`src/rtl/serial_sched_pkg.sv`:
```
// Shared definitions for the serial shift-engine scheduler: FSM state
// encoding, the START fault limit and a width helper for the counters.
package serial_sched_pkg;

    typedef enum logic [2:0] {
        ST_IDLE,
        ST_ARB,
        ST_LOAD,
        ST_START,
        ST_SHIFT,
        ST_GUARD
    } state_t;

    // Cycles ser_ready may stay high in START before the transfer is abandoned.
    localparam int unsigned START_FAULT_CYC = 2;

    function automatic int unsigned cnt_w(input int unsigned n);
        return (n < 2) ? 1 : $clog2(n);
    endfunction

endpackage

```
`src/rtl/serial_sched_tick_div.sv`:
```
// Bit-tick divider: one tick every DIV enabled cycles, restarted by clr.
// A down-counter from DIV-1 with terminal count at zero.
module serial_sched_tick_div
    import serial_sched_pkg::*;
#(
    parameter int unsigned DIV = 50
) (
    input  logic clk_sys,
    input  logic rst_b,
    input  logic clr,
    input  logic en,
    output logic tick
);

    localparam int unsigned W = cnt_w(DIV);

    logic [W-1:0] cnt;

    always_ff @(posedge clk_sys) begin
        if (!rst_b) begin
            cnt <= W'(DIV - 1);
        end else if (clr) begin
            cnt <= W'(DIV - 1);
        end else if (en) begin
            cnt <= (cnt == '0) ? W'(DIV - 1) : cnt - 1'b1;
        end
    end

    assign tick = en && (cnt == '0);

endmodule

```
`src/rtl/serial_sched.sv`:
```
// Round-robin scheduler sharing one serial shift engine among NREQ requesters.
// Define SERIAL_SCHED_PRIO_EN to give req[0] fixed highest priority.
//
// state  | meaning
// IDLE   | no transfer, waiting for any req
// ARB    | pick requester, select it, latch its word
// LOAD   | ser_trig pulse to the engine
// START  | wait for the engine to drop ser_ready
// SHIFT  | WIDTH ticks until ser_ready returns
// GUARD  | cs_n released, GAP ticks before the next arbitration
module serial_sched
    import serial_sched_pkg::*;
#(
    parameter int unsigned WIDTH = 32,
    parameter int unsigned NREQ  = 4,
    parameter int unsigned DIV   = 50,
    parameter int unsigned GAP   = 2
) (
    input  logic                    CLKB,
    input  logic                    RST,
    input  logic [NREQ-1:0]         req,
    input  logic [NREQ*WIDTH-1:0]   req_data,
    output logic [NREQ-1:0]         done,
    output logic [WIDTH-1:0]        rd_data,
    output logic                    busy,
    output logic [NREQ-1:0]         cs_n,
    output logic                    ser_rst,
    output logic                    ser_trig,
    output logic [WIDTH-1:0]        ser_data_in,
    input  logic [WIDTH-1:0]        ser_data_out,
    input  logic                    ser_ready,
    output logic                    ser_tick
);

    localparam int unsigned IW  = cnt_w(NREQ);
    localparam int unsigned IW1 = IW + 1;
    localparam int unsigned GW  = cnt_w(GAP);

    state_t          state;
    logic [IW-1:0]   ptr;
    logic [IW-1:0]   gnt;
    logic [IW-1:0]   ptr_next;
    logic [IW-1:0]   arb_idx;
    logic            arb_vld;
    logic [IW:0]     pos;
    logic [NREQ-1:0] req_m;
    logic [WIDTH-1:0] sel_word;
    logic [GW-1:0]   gap_cnt;
    logic [1:0]      start_cnt;
    logic            tick_en;
    logic            tick_clr;

    assign ser_rst  = ~RST;
    // START is included so the first tick lands exactly DIV cycles after ser_trig.
    assign tick_en  = (state == ST_START) || (state == ST_SHIFT) || (state == ST_GUARD);
    assign tick_clr = (state == ST_LOAD);
    assign ptr_next = (gnt == IW'(NREQ - 1)) ? '0 : gnt + 1'b1;

    serial_sched_tick_div #(
        .DIV (DIV)
    ) u_tick_div (
        .clk_sys (CLKB),
        .rst_b   (RST),
        .clr     (tick_clr),
        .en      (tick_en),
        .tick    (ser_tick)
    );

    always_comb begin
        req_m   = req;
        arb_idx = '0;
        arb_vld = 1'b0;
        pos     = '0;
`ifdef SERIAL_SCHED_PRIO_EN
        req_m[0] = 1'b0;
`endif
        // Scan from farthest to nearest so the first set bit at/after ptr wins.
        for (int k = NREQ - 1; k >= 0; k--) begin
            pos = {1'b0, ptr} + IW1'(k);
            if (pos >= IW1'(NREQ)) begin
                pos = pos - IW1'(NREQ);
            end
            if (req_m[pos[IW-1:0]]) begin
                arb_idx = pos[IW-1:0];
                arb_vld = 1'b1;
            end
        end
`ifdef SERIAL_SCHED_PRIO_EN
        if (req[0]) begin
            arb_idx = '0;
            arb_vld = 1'b1;
        end
`endif
    end

    always_comb begin
        sel_word = '0;
        for (int i = 0; i < NREQ; i++) begin
            if (arb_idx == IW'(i)) begin
                sel_word = req_data[i*WIDTH +: WIDTH];
            end
        end
    end

    always_ff @(posedge CLKB) begin
        if (!RST) begin
            state       <= ST_IDLE;
            ptr         <= '0;
            gnt         <= '0;
            done        <= '0;
            busy        <= 1'b0;
            cs_n        <= '1;
            ser_trig    <= 1'b0;
            rd_data     <= '0;
            ser_data_in <= '0;
            gap_cnt     <= '0;
            start_cnt   <= '0;
        end else begin
            done     <= '0;
            ser_trig <= 1'b0;
            case (state)
                ST_IDLE: begin
                    if (|req) begin
                        state <= ST_ARB;
                    end
                end
                ST_ARB: begin
                    if (arb_vld) begin
                        gnt         <= arb_idx;
                        cs_n        <= ~(NREQ'(1) << arb_idx);
                        ser_data_in <= sel_word;
                        busy        <= 1'b1;
                        ser_trig    <= 1'b1;
                        state       <= ST_LOAD;
                    end else begin
                        state <= ST_IDLE;
                    end
                end
                ST_LOAD: begin
                    start_cnt <= '0;
                    state     <= ST_START;
                end
                ST_START: begin
                    if (!ser_ready) begin
                        state <= ST_SHIFT;
                    end else if (start_cnt == 2'(START_FAULT_CYC)) begin
                        busy  <= 1'b0;
                        cs_n  <= '1;
                        state <= ST_IDLE;
                    end else begin
                        start_cnt <= start_cnt + 1'b1;
                    end
                end
                ST_SHIFT: begin
                    if (ser_ready) begin
                        rd_data <= ser_data_out;
                        done    <= NREQ'(1) << gnt;
                        cs_n    <= '1;
                        gap_cnt <= GW'(GAP - 1);
                        state   <= ST_GUARD;
                    end
                end
                ST_GUARD: begin
                    if (ser_tick) begin
                        if (gap_cnt == '0) begin
                            busy  <= 1'b0;
                            state <= ST_IDLE;
`ifdef SERIAL_SCHED_PRIO_EN
                            // A priority win must not disturb the rotation of the others.
                            if (gnt != '0) begin
                                ptr <= ptr_next;
                            end
`else
                            ptr <= ptr_next;
`endif
                        end else begin
                            gap_cnt <= gap_cnt - 1'b1;
                        end
                    end
                end
                default: begin
                    state <= ST_IDLE;
                end
            endcase
        end
    end

    start_stuck: assert property (@(posedge CLKB) disable iff (!RST)
        !((state == ST_START) && ser_ready && (start_cnt == 2'(START_FAULT_CYC))));

endmodule
```
`config.mk`:
```
export PLATFORM = sky130hd
export DESIGN_NAME = serial_sched
export DESIGN_NICKNAME = d
export VERILOG_FILES = /design/src/rtl/serial_sched_pkg.sv /design/src/rtl/serial_sched_tick_div.sv /design/src/rtl/serial_sched.sv
export SDC_FILE = /design/constraint.sdc
export NUM_CORES = 1
export LEC_CHECK = 0
export ABC_AREA = 1
export BUFFER_PORTS_ARGS = -buffer_cell sky130_fd_sc_hd__buf_2
export CORE_MARGIN = 2
export CORE_UTILIZATION = 30
export DETAILED_ROUTE_END_ITERATION = 16
export GPL_ROUTABILITY_DRIVEN = 0
export SLEW_MARGIN = 5
export SYNTH_ARGS = -nofsm -noshare
export SYNTH_HDL_FRONTEND = slang
export SYNTH_SLANG_ARGS = --single-unit
```
`constraint.sdc`:
```
create_clock -name CLKB -period 2.16 [get_ports CLKB]
set_clock_uncertainty 0.15 [all_clocks]
set_input_delay 0.432 -clock CLKB [delete_from_list [all_inputs] [get_ports CLKB]]
set_output_delay 0.432 -clock CLKB [all_outputs]
set_load 0.005 [all_outputs]
```
---- After elaboration in Yosys (flattened, before gate mapping) ----
Index checks and enable logic that the tools add are counted.
storage, ports and cells
  register bits ........................... 90
  input port bits ......................... 167
  output and inout bits ................... 76
cells by class
  add/sub/neg operators ................... 11
  magnitude comparators ................... 8
  equality and inequality tests ........... 19
  shift operators ......................... 2
  multiplexer cells ....................... 53
  bitwise operators ....................... 3
  reductions and logical operators ........ 22
operator list
  kind                                                                    count
  32-bit two-way mux                                                      4
  2-bit two-way mux                                                       12
  3-bit two-way mux                                                       6
  3-bit one-hot mux with 6 select lines                                   1
  1-bit two-way mux                                                       17
  4-bit two-way mux                                                       4
  2-bit inequality test (second input constant)                           7
  2-bit by 3-bit < comparator with 1-bit output (second input constant)   4
  4-bit one-hot mux with 3 select lines                                   1
  3-bit AND reduction                                                     4
  5-bit AND reduction                                                     2
  3-bit greater-or-equal comparator (second input constant)               3
  1-bit binary-select mux with 2-bit select                               4
  2-bit equality test (second input constant)                             4
  1-bit by 2-bit << shifter with 4-bit output (first input constant)      2
  2-bit by 1-bit subtractor with 2-bit output (second input constant)     4
  2-bit by 2-bit adder with 3-bit output (second input constant)          2
  3-bit by 2-bit equality test with 1-bit output (second input constant)  2
  3-bit equality test (second input constant)                             2
  6-bit zero test                                                         1
  6-bit two-way mux                                                       1
  2-bit AND reduction                                                     3
  6-bit AND reduction                                                     1
  3-bit nonzero test                                                      2
  other kinds (21)                                                        25

---- Depth between registers and ports, before layout ----
Gate-level depths: netlist (run 1).
  depth in word-level cells ............... 14
  gate-level depth with buffers ........... 16

---- By module ----
From an unflattened synthesis (run 1), not the netlist that was laid out.
second synthesis, totals
  cell total of the unflattened synthesis .. 787
  area total of the unflattened synthesis .. 4941.0 µm²
by module, submodules not included
  module                 instances  cells each  area an instance (µm²)  seq. area each (µm²)
  serial_sched           1          735         4569.4                  1681.6
  serial_sched_tick_div  1          52          371.6                   120.1

---- Worst setup path before layout (run 1) ----
OpenSTA, ideal clock, no wires.
  path type ............................... input port to flip-flop
  from .................................... input req[1]
  to ...................................... register ser_data_in[4]
  arrival ................................. 1563 ps
  data required time ...................... 1893 ps
  slack ................................... 330 ps
  cell stages on the path ................. 14
  cell sequence ........................... inv_1 > nand2_1 > nand3_2 > nand2_1 > inv_2 > nand2_1 > nand2_2 > nand2_4 > buf_6 > buf_6 > nand3_1 > nand2_1 > nor2_1 > nor2_1
between the ends
  cells in the longest elaborated chain, start to end .. 11
  elaborated cells on any way between the ends .. 25
  those cells by class .................... eq/ne: 3; mux: 20; reduce/logical: 2
ends and longest elaborated chain
  item                                       line                 source
  start: declaration                         serial_sched.sv:21   input logic [NREQ-1:0] req,
  1-bit binary-select mux with 2-bit select  serial_sched.sv:83   if (req_m[pos[IW-1:0]]) begin
  1-bit two-way mux (not written as such)    serial_sched.sv:83
  2-bit two-way mux (4 in series)            serial_sched.sv:83
  2-bit zero test                            serial_sched.sv:99   if (arb_idx == IW'(i)) begin
  32-bit two-way mux (4 in series)           serial_sched.sv:99
  end signal: assignment                     serial_sched.sv:131  ser_data_in <= sel_word;
  end: declaration                           serial_sched.sv:29   output logic [WIDTH-1:0] ser_data_in,
Parallel ways exist; a longest one is shown, timed or not. The select of a mux whose other input is x is not followed.
A chain may end at the register's enable or synchronous reset.

---- Final worst setup path (run 1) ----
  from .................................... register state[0]
  to ...................................... output ser_tick
between the ends
  cells in the longest elaborated chain, start to end .. 4
  elaborated cells on any way between the ends .. 6
  those cells by class .................... eq/ne: 3; reduce/logical: 3
ends and longest elaborated chain
  item                                                                                   line                         source
  start: declaration                                                                     serial_sched.sv:39           state_t state;
  start signal: assignment                                                               serial_sched.sv:107          state <= ST_IDLE;
  start signal: assignment                                                               serial_sched.sv:124          state <= ST_ARB;
  start signal: assignment                                                               serial_sched.sv:134          state <= ST_LOAD;
  3-bit by 2-bit equality test with 1-bit output or 3-bit equality test (tied branches)  serial_sched.sv:55           assign tick_en = (state == ST_START) || (state == ST_SHIFT) || (state == ST_GUARD);
  1-bit logical OR                                                                       serial_sched.sv:55
  1-bit logical OR (*)                                                                   serial_sched.sv:55
  1-bit logical AND (*)                                                                  serial_sched_tick_div.sv:29  assign tick = en && (cnt == '0);
  end: declaration                                                                       serial_sched.sv:32           output logic ser_tick
Every way passes the cells marked *; elsewhere a longest branch is shown, timed or not.

==> impl_metrics.tcl, run 1 <==
set metrics [dict create \
    status "finished clean" \
    routed_wl_microns 17300 \
    nNetsFinal 1139 \
    grt_max_degree 46 \
    power_per_cell_area_nw_per_um2 825 \
    power_leakage_nw 3.60 \
    synth_compound_area_frac 0.137 \
    total_power_mw 5.70 \
    cts_buffers 9 \
    avgSynthCellArea_sq_um 6.68 \
    ctsHoldBuffers 0 \
    post-route-period-util 0.948 \
    num-fill-cells 1682 \
    cts-root-buf "clkbuf_16" \
    synth_adder_area_share 0.00777 \
    syn_area_sq_um 4830 \
    hp-class "primary input to register" \
    fp.coreArea_sq_um 15800 \
    slew_headroom 0.743 \
    io_buffers 242 \
    synth_edf_count 0 \
    synth_cells 723 \
    ys_ff_latch 90 \
    rsz0062_at_grt "yes" \
    final_max_slew_viol_count 0 \
    dr.max_layer_used "met4" \
    initial_core_util 0.305 \
    synth-simple-area-share 0.384 \
    synth.most_common_cell "nand2_1" \
    fmax_ghz 0.488 \
    ios 243 \
    die_w_microns 131 \
    grt_antenna_before_repair 0 \
    cts_tree "built" \
    finalWorstSetupSlack_ps 112 \
    worstMarginPinSlew_ps 386 \
    first_global_vias 5124 \
    drt-pass1-iter-count 4 \
    async_reset_ff_frac 0 \
    drc_errors 0 \
    clockBufferDepth 2 \
    synth_top_area_cell "dfxtp_1" \
    vias_per_cell 4.73 \
    cp-end-kind "output pin" \
    worstPathArrival_ps 1470 \
    drtIter0Drc 166 \
    path_clk_slew_ps 70 \
    pre_cts_ws_ps 35.2 \
    hold_violations 0 \
    period_needed_ps 2050 \
    grt_overflow 0 \
    critical_path_required_ps 1580 \
    clk-insertion-delay-late_ps 340 \
    yosysTopAreaCellShare 0.373 \
    synth_ff_type "dfxtp_1" \
    maxCapViolations 0 \
    area_growth_pct 43.1 \
    clock_sinks 90 \
    synthTopCellsByArea "dfxtp_1 37%, nand2_1 12%, nand3_1 8.2%, nor2_1 8.0%, o21ai_0 5.7%" \
    synthXorXnorAreaFrac 0.00363 \
    grt_first_pass_wirelength_microns 25400 \
    vias 5633 \
    ys_warn_count 0 \
    startpoint_type "register" \
    routed-wl-met2_microns 8030 \
    syn_nets 893 \
    synth_top_family_by_area "simple AND/OR/NAND/NOR gates" \
    path_class "register to output pin" \
    ys_seq_area_frac 0.373 \
    path_max_fanout 4 \
    ir_drop_v 0.000516 \
    routedWlPerCell_microns 14.6 \
    ant_nets 0 \
    drive_gt1_frac 0.343 \
    place_hpwl_microns 12600 \
    grt_use_total 0.191 \
    htreeDepth 3 \
    synthTopCellsByCount "159 x nand2_1, 103 x nor2_1, 90 x dfxtp_1" \
    synth_mux_area_frac 0 \
    setup_violations 0 \
    die_h_microns 131 \
    fin_util 0.437 \
    synth_cell_type_count 35 \
    num_rows 46 \
    dieArea_sq_um 17100 \
    met1Wirelength_microns 7510 \
    wl_met3_microns 1610 \
    antenna_cells 0 \
]
-- kinds of logic (layout without fill, tap and decap cells) --
kind of cell             Yosys count  after routing
buffers and inverters            103            353
AO/OA/AOI/OAI                    118            118
XOR/XNOR                           2              2
flip-flops                        90             90
AND/OR/NAND/NOR                  407            408
adder cells (fa/ha/maj)            3              3
-- metrics by stage --
step,hold WS [ps],setup TNS (ps),cell area (sq um),cells
after global routing,149,-32.8,6910,1190
after global placement,300,0,6400,1166
after detailed placement,304,0,6400,1166
final,154,0,6910,1190
after CTS,137,0,6730,1183
after floorplan,291,0,4830,723
-- area by class of cell --
| cell class | count | area (sq um) | area share |
|---|---|---|---|
| timing repair buffer | 277 | 1640 | 0.237 |
| sequential | 90 | 1810 | 0.262 |
| tap | 216 | 270 | 0.0391 |
| clock buffer | 10 | 229 | 0.0331 |
| inverter | 59 | 224 | 0.0324 |
| clock inverter | 6 | 72.6 | 0.0105 |
| multi-input combinational | 531 | 2660 | 0.385 |
| timing repair inverter | 1 | 7.51 | 0.00109 |
-- sequential cells by signal (all words and copies together) (netlist names) --
| name | flops |
|---|---|
| gnt | 2 |
| rd_data | 32 |
| cs_n | 4 |
| ser_data_in | 32 |
| start_cnt | 2 |
| ser_trig | 1 |
| gap_cnt | 1 |
| ptr | 2 |
| state | 3 |
| busy | 1 |
| u_tick_div.cnt | 6 |
| done | 4 |
-- per-layer routing --
metal  track usage  vias to the layer above
li1              -                     2868
met4        0.0657                        0
met1         0.217                     2529
met2         0.339                      225
met3        0.0603                       11
met5             0                        -
-- layout by cell type (no fill, tap or decap), types with 11 or more instances in the layout --
| cell | Yosys | routed |
|---|---|---|
| buf_2 | 10 | 242 |
| nand2_1 | 159 | 152 |
| nor2_1 | 103 | 99 |
| dfxtp_1 | 90 | 86 |
| nand3_1 | 79 | 78 |
| o21ai_0 | 55 | 55 |
| inv_1 | 51 | 48 |
| a21oi_1 | 35 | 35 |
| nand3b_1 | 24 | 24 |
| nand4_1 | 23 | 23 |
| o21bai_1 | 22 | 22 |
| buf_4 | 8 | 20 |
| clkbuf_16 | 0 | 11 |
-- critical path, stage by stage, from the launching register on --
cell     delay [ps]
dfxtp_2         370
inv_2            60
nor2_1          100
inv_1            70
nor2_2          150
nor2_2           70
inv_2            60
nand3_2          70
inv_2            70
buf_2           100
-- report_power, final --
group / switching, mW / leakage (nW) / total, mW / internal, mW
combinational: 1.11 / 2.71 / 1.94 / 0.837
clock: 0.710 / 0.149 / 1.62 / 0.915
sequential: 0.175 / 0.734 / 2.13 / 1.96
total: 1.99 / 3.60 / 5.70 / 3.71
-- what timing repair did --
action | CTS | global route
pin swaps | 0 | 9
cloned | 0 | 5
resized for setup | 6 | 30
buffers inserted | 1 | 2
hold endpoints to repair | 0 | 0
endpoints found under the setup margin | 1 | 35
-- final timing paths --
path | startpoint | endpoint | slack, ps | depth (start not counted)
min reg2reg | ser_data_in[24]$_SDFFE_PN0P_ | ser_data_in[24]$_SDFFE_PN0P_ | 310 | 2
min | ser_data_out[1] | rd_data[1]$_SDFFE_PN0P_ | 150 | 3
max reg2reg | ptr[0]$_SDFFE_PN0P_ | ser_data_in[0]$_SDFFE_PN0P_ | 120 | 11
max | state[0]$_SDFFE_PN0P_ | ser_tick | 110 | 9
Power figures use the tool's default switching activity.
==> inputs of run 2 (changes only) <==
Settings changed: REMOVE_ABC_BUFFERS from default to 1.
==> run 2 against run 1 <==
Global-route usage fell by 0.74 points; sequential share of layout area fell by 0.68 points; sequential power barely moved; combinational power rose by 4%; via count rose by 0.94%; power rose by 0.75%.
==> impl_metrics.tcl, run 2 (synthesis gave the netlist of run 1 again) <==
set metrics [dict create \
    clkPwrFrac 0.278 \
    ctsHoldBuffers 0 \
    power_leakage_nw 3.69 \
    power_frac_seq 0.372 \
    place_hpwl_microns 12500 \
    drive_gt1_frac 0.355 \
    hp-class "primary input to register" \
    p_sw_mw 2.01 \
    grt_max_degree 61 \
    htreeDepth 3 \
    clock_sinks 90 \
    cp-end-kind "output pin" \
    dieArea_sq_um 17100 \
    switching_share 0.350 \
    cts-root-buf "clkbuf_16" \
    status "finished clean" \
    finalWorstSetupSlack_ps 84.9 \
    ant_nets 0 \
    path_max_fanout 4 \
    global_route.usage.met1 0.229 \
    top_usage_layer "met2" \
    cts_buffers 9 \
    area_growth_pct 47.5 \
    mostFrequentLayoutCells "242 x buf_2, 152 x nand2_1, 99 x nor2_1" \
    nNetsFinal 1151 \
    ios 243 \
    intPower_mw 3.73 \
    power_per_cell_area_nw_per_um2 807 \
    routedWlPerCell_microns 15.0 \
    vias_per_cell 4.73 \
    first_global_vias 4970 \
    fin_util 0.450 \
    drc_errors 0 \
    clk-insertion-delay-late_ps 340 \
    num_rows 46 \
    grt_overflow 0 \
    top_regs "rd_data (32), ser_data_in (32), u_tick_div.cnt (6)" \
    maxCapViolations 0 \
    path_clk_slew_ps 70 \
    pwr-share-comb 0.350 \
    pre_cts_ws_ps -41.4 \
    fmax_ghz 0.482 \
    post-route-period-util 0.961 \
    use_met3 0.0607 \
    use_met2 0.310 \
    clockBufferDepth 2 \
    grt_use_total 0.184 \
    worstMarginPinSlew_ps 402 \
    layoutNonFillerInstCount 1202 \
    place_inst 1167 \
    die_w_microns 131 \
    routed_wl_microns 18000 \
    setup_violations 0 \
    slew_headroom 0.732 \
    hold_violations 0 \
    period_needed_ps 2080 \
    vias 5686 \
    io_buffers 242 \
    critical_path_required_ps 1580 \
    grt_first_pass_wirelength_microns 24500 \
    ir_drop_v 0.000371 \
    grt_antenna_before_repair 1 \
    initial_core_util 0.305 \
    cts_tree "built" \
    die_h_microns 131 \
    worstPathArrival_ps 1490 \
    final_max_slew_viol_count 0 \
    fp.coreArea_sq_um 15800 \
    startpoint_type "register" \
    layout_commonest_cell "buf_2" \
    path_class "register to output pin" \
    drtIter0Drc 219 \
    drt-pass1-iter-count 4 \
]
run 2: path summary, 6_finish.rpt:
path / startpoint / to / slack, ps / depth (start not counted)
worst max-delay path: state[0]$_SDFFE_PN0P_ / ser_tick / 80 / 8
worst min-delay path: ser_data_out[13] / rd_data[13]$_SDFFE_PN0P_ / 160 / 3
worst max register to register: ptr[0]$_SDFFE_PN0P_ / ser_data_in[21]$_SDFFE_PN0P_ / 120 / 14
worst min register to register: ser_data_in[25]$_SDFFE_PN0P_ / ser_data_in[25]$_SDFFE_PN0P_ / 310 / 2
run 2: area by class of cell:
class / count / area, sq um
antenna: 1 / 2.50
clock buffer: 10 / 229
clock inverter: 5 / 63.8
fill: 1607 / 8710
inverter: 59 / 239
multi-input combinational: 532 / 2710
sequential: 90 / 1820
tap: 216 / 270
timing repair buffer: 288 / 1790
timing repair inverter: 1 / 7.51
run 2: repair_timing:
action | 4_1_cts | 5_1_grt
gates cloned | 0 | 11
gates resized for setup | 11 | 43
setup endpoints to repair | 28 | 35
hold endpoints to repair | 0 | 0
setup buffers | 0 | 8
pin swaps | 0 | 9
run 2: metrics by stage:
step / area, sq um / setup TNS, ps / hold slack [ps] / power, mW
2_1_floorplan: 4590 / -10810 / 291 / 3.15
6_report: 7120 / 0 / 155 / 5.75
3_5_place_dp: 6350 / -618 / 304 / 4.02
5_1_grt: 7120 / -169 / 148 / 6.15
3_3_place_gp: 6350 / -170 / 299 / 4.01
4_1_cts: 6670 / 0 / 147 / 5.65
run 2: power by group through the flow:
stage          clock (mW)  sequential (mW)  combinational [mW]
6_report             1.60             2.13                2.01
2_1_floorplan           0             2.16               0.991
5_1_grt              1.70             2.17                2.28
3_5_place_dp            0             2.16                1.87
4_1_cts              1.63             2.13                1.89
3_3_place_gp            0             2.15                1.86
run 2: worst max-delay path: stages (launching register included):
cell	delay [ps]
dfxtp_4	360
nor2_2	190
nand2_2	110
nand2_2	120
nor2_2	50
inv_2	70
nand3_2	80
inv_2	70
buf_2	100
run 2: metal layers:
layer / part of all wire / routed length, microns
met1: 0.44 / 7890
met2: 0.46 / 8300
met3: 0.092 / 1660
met4: 0.0089 / 161
met5: 0 / 0
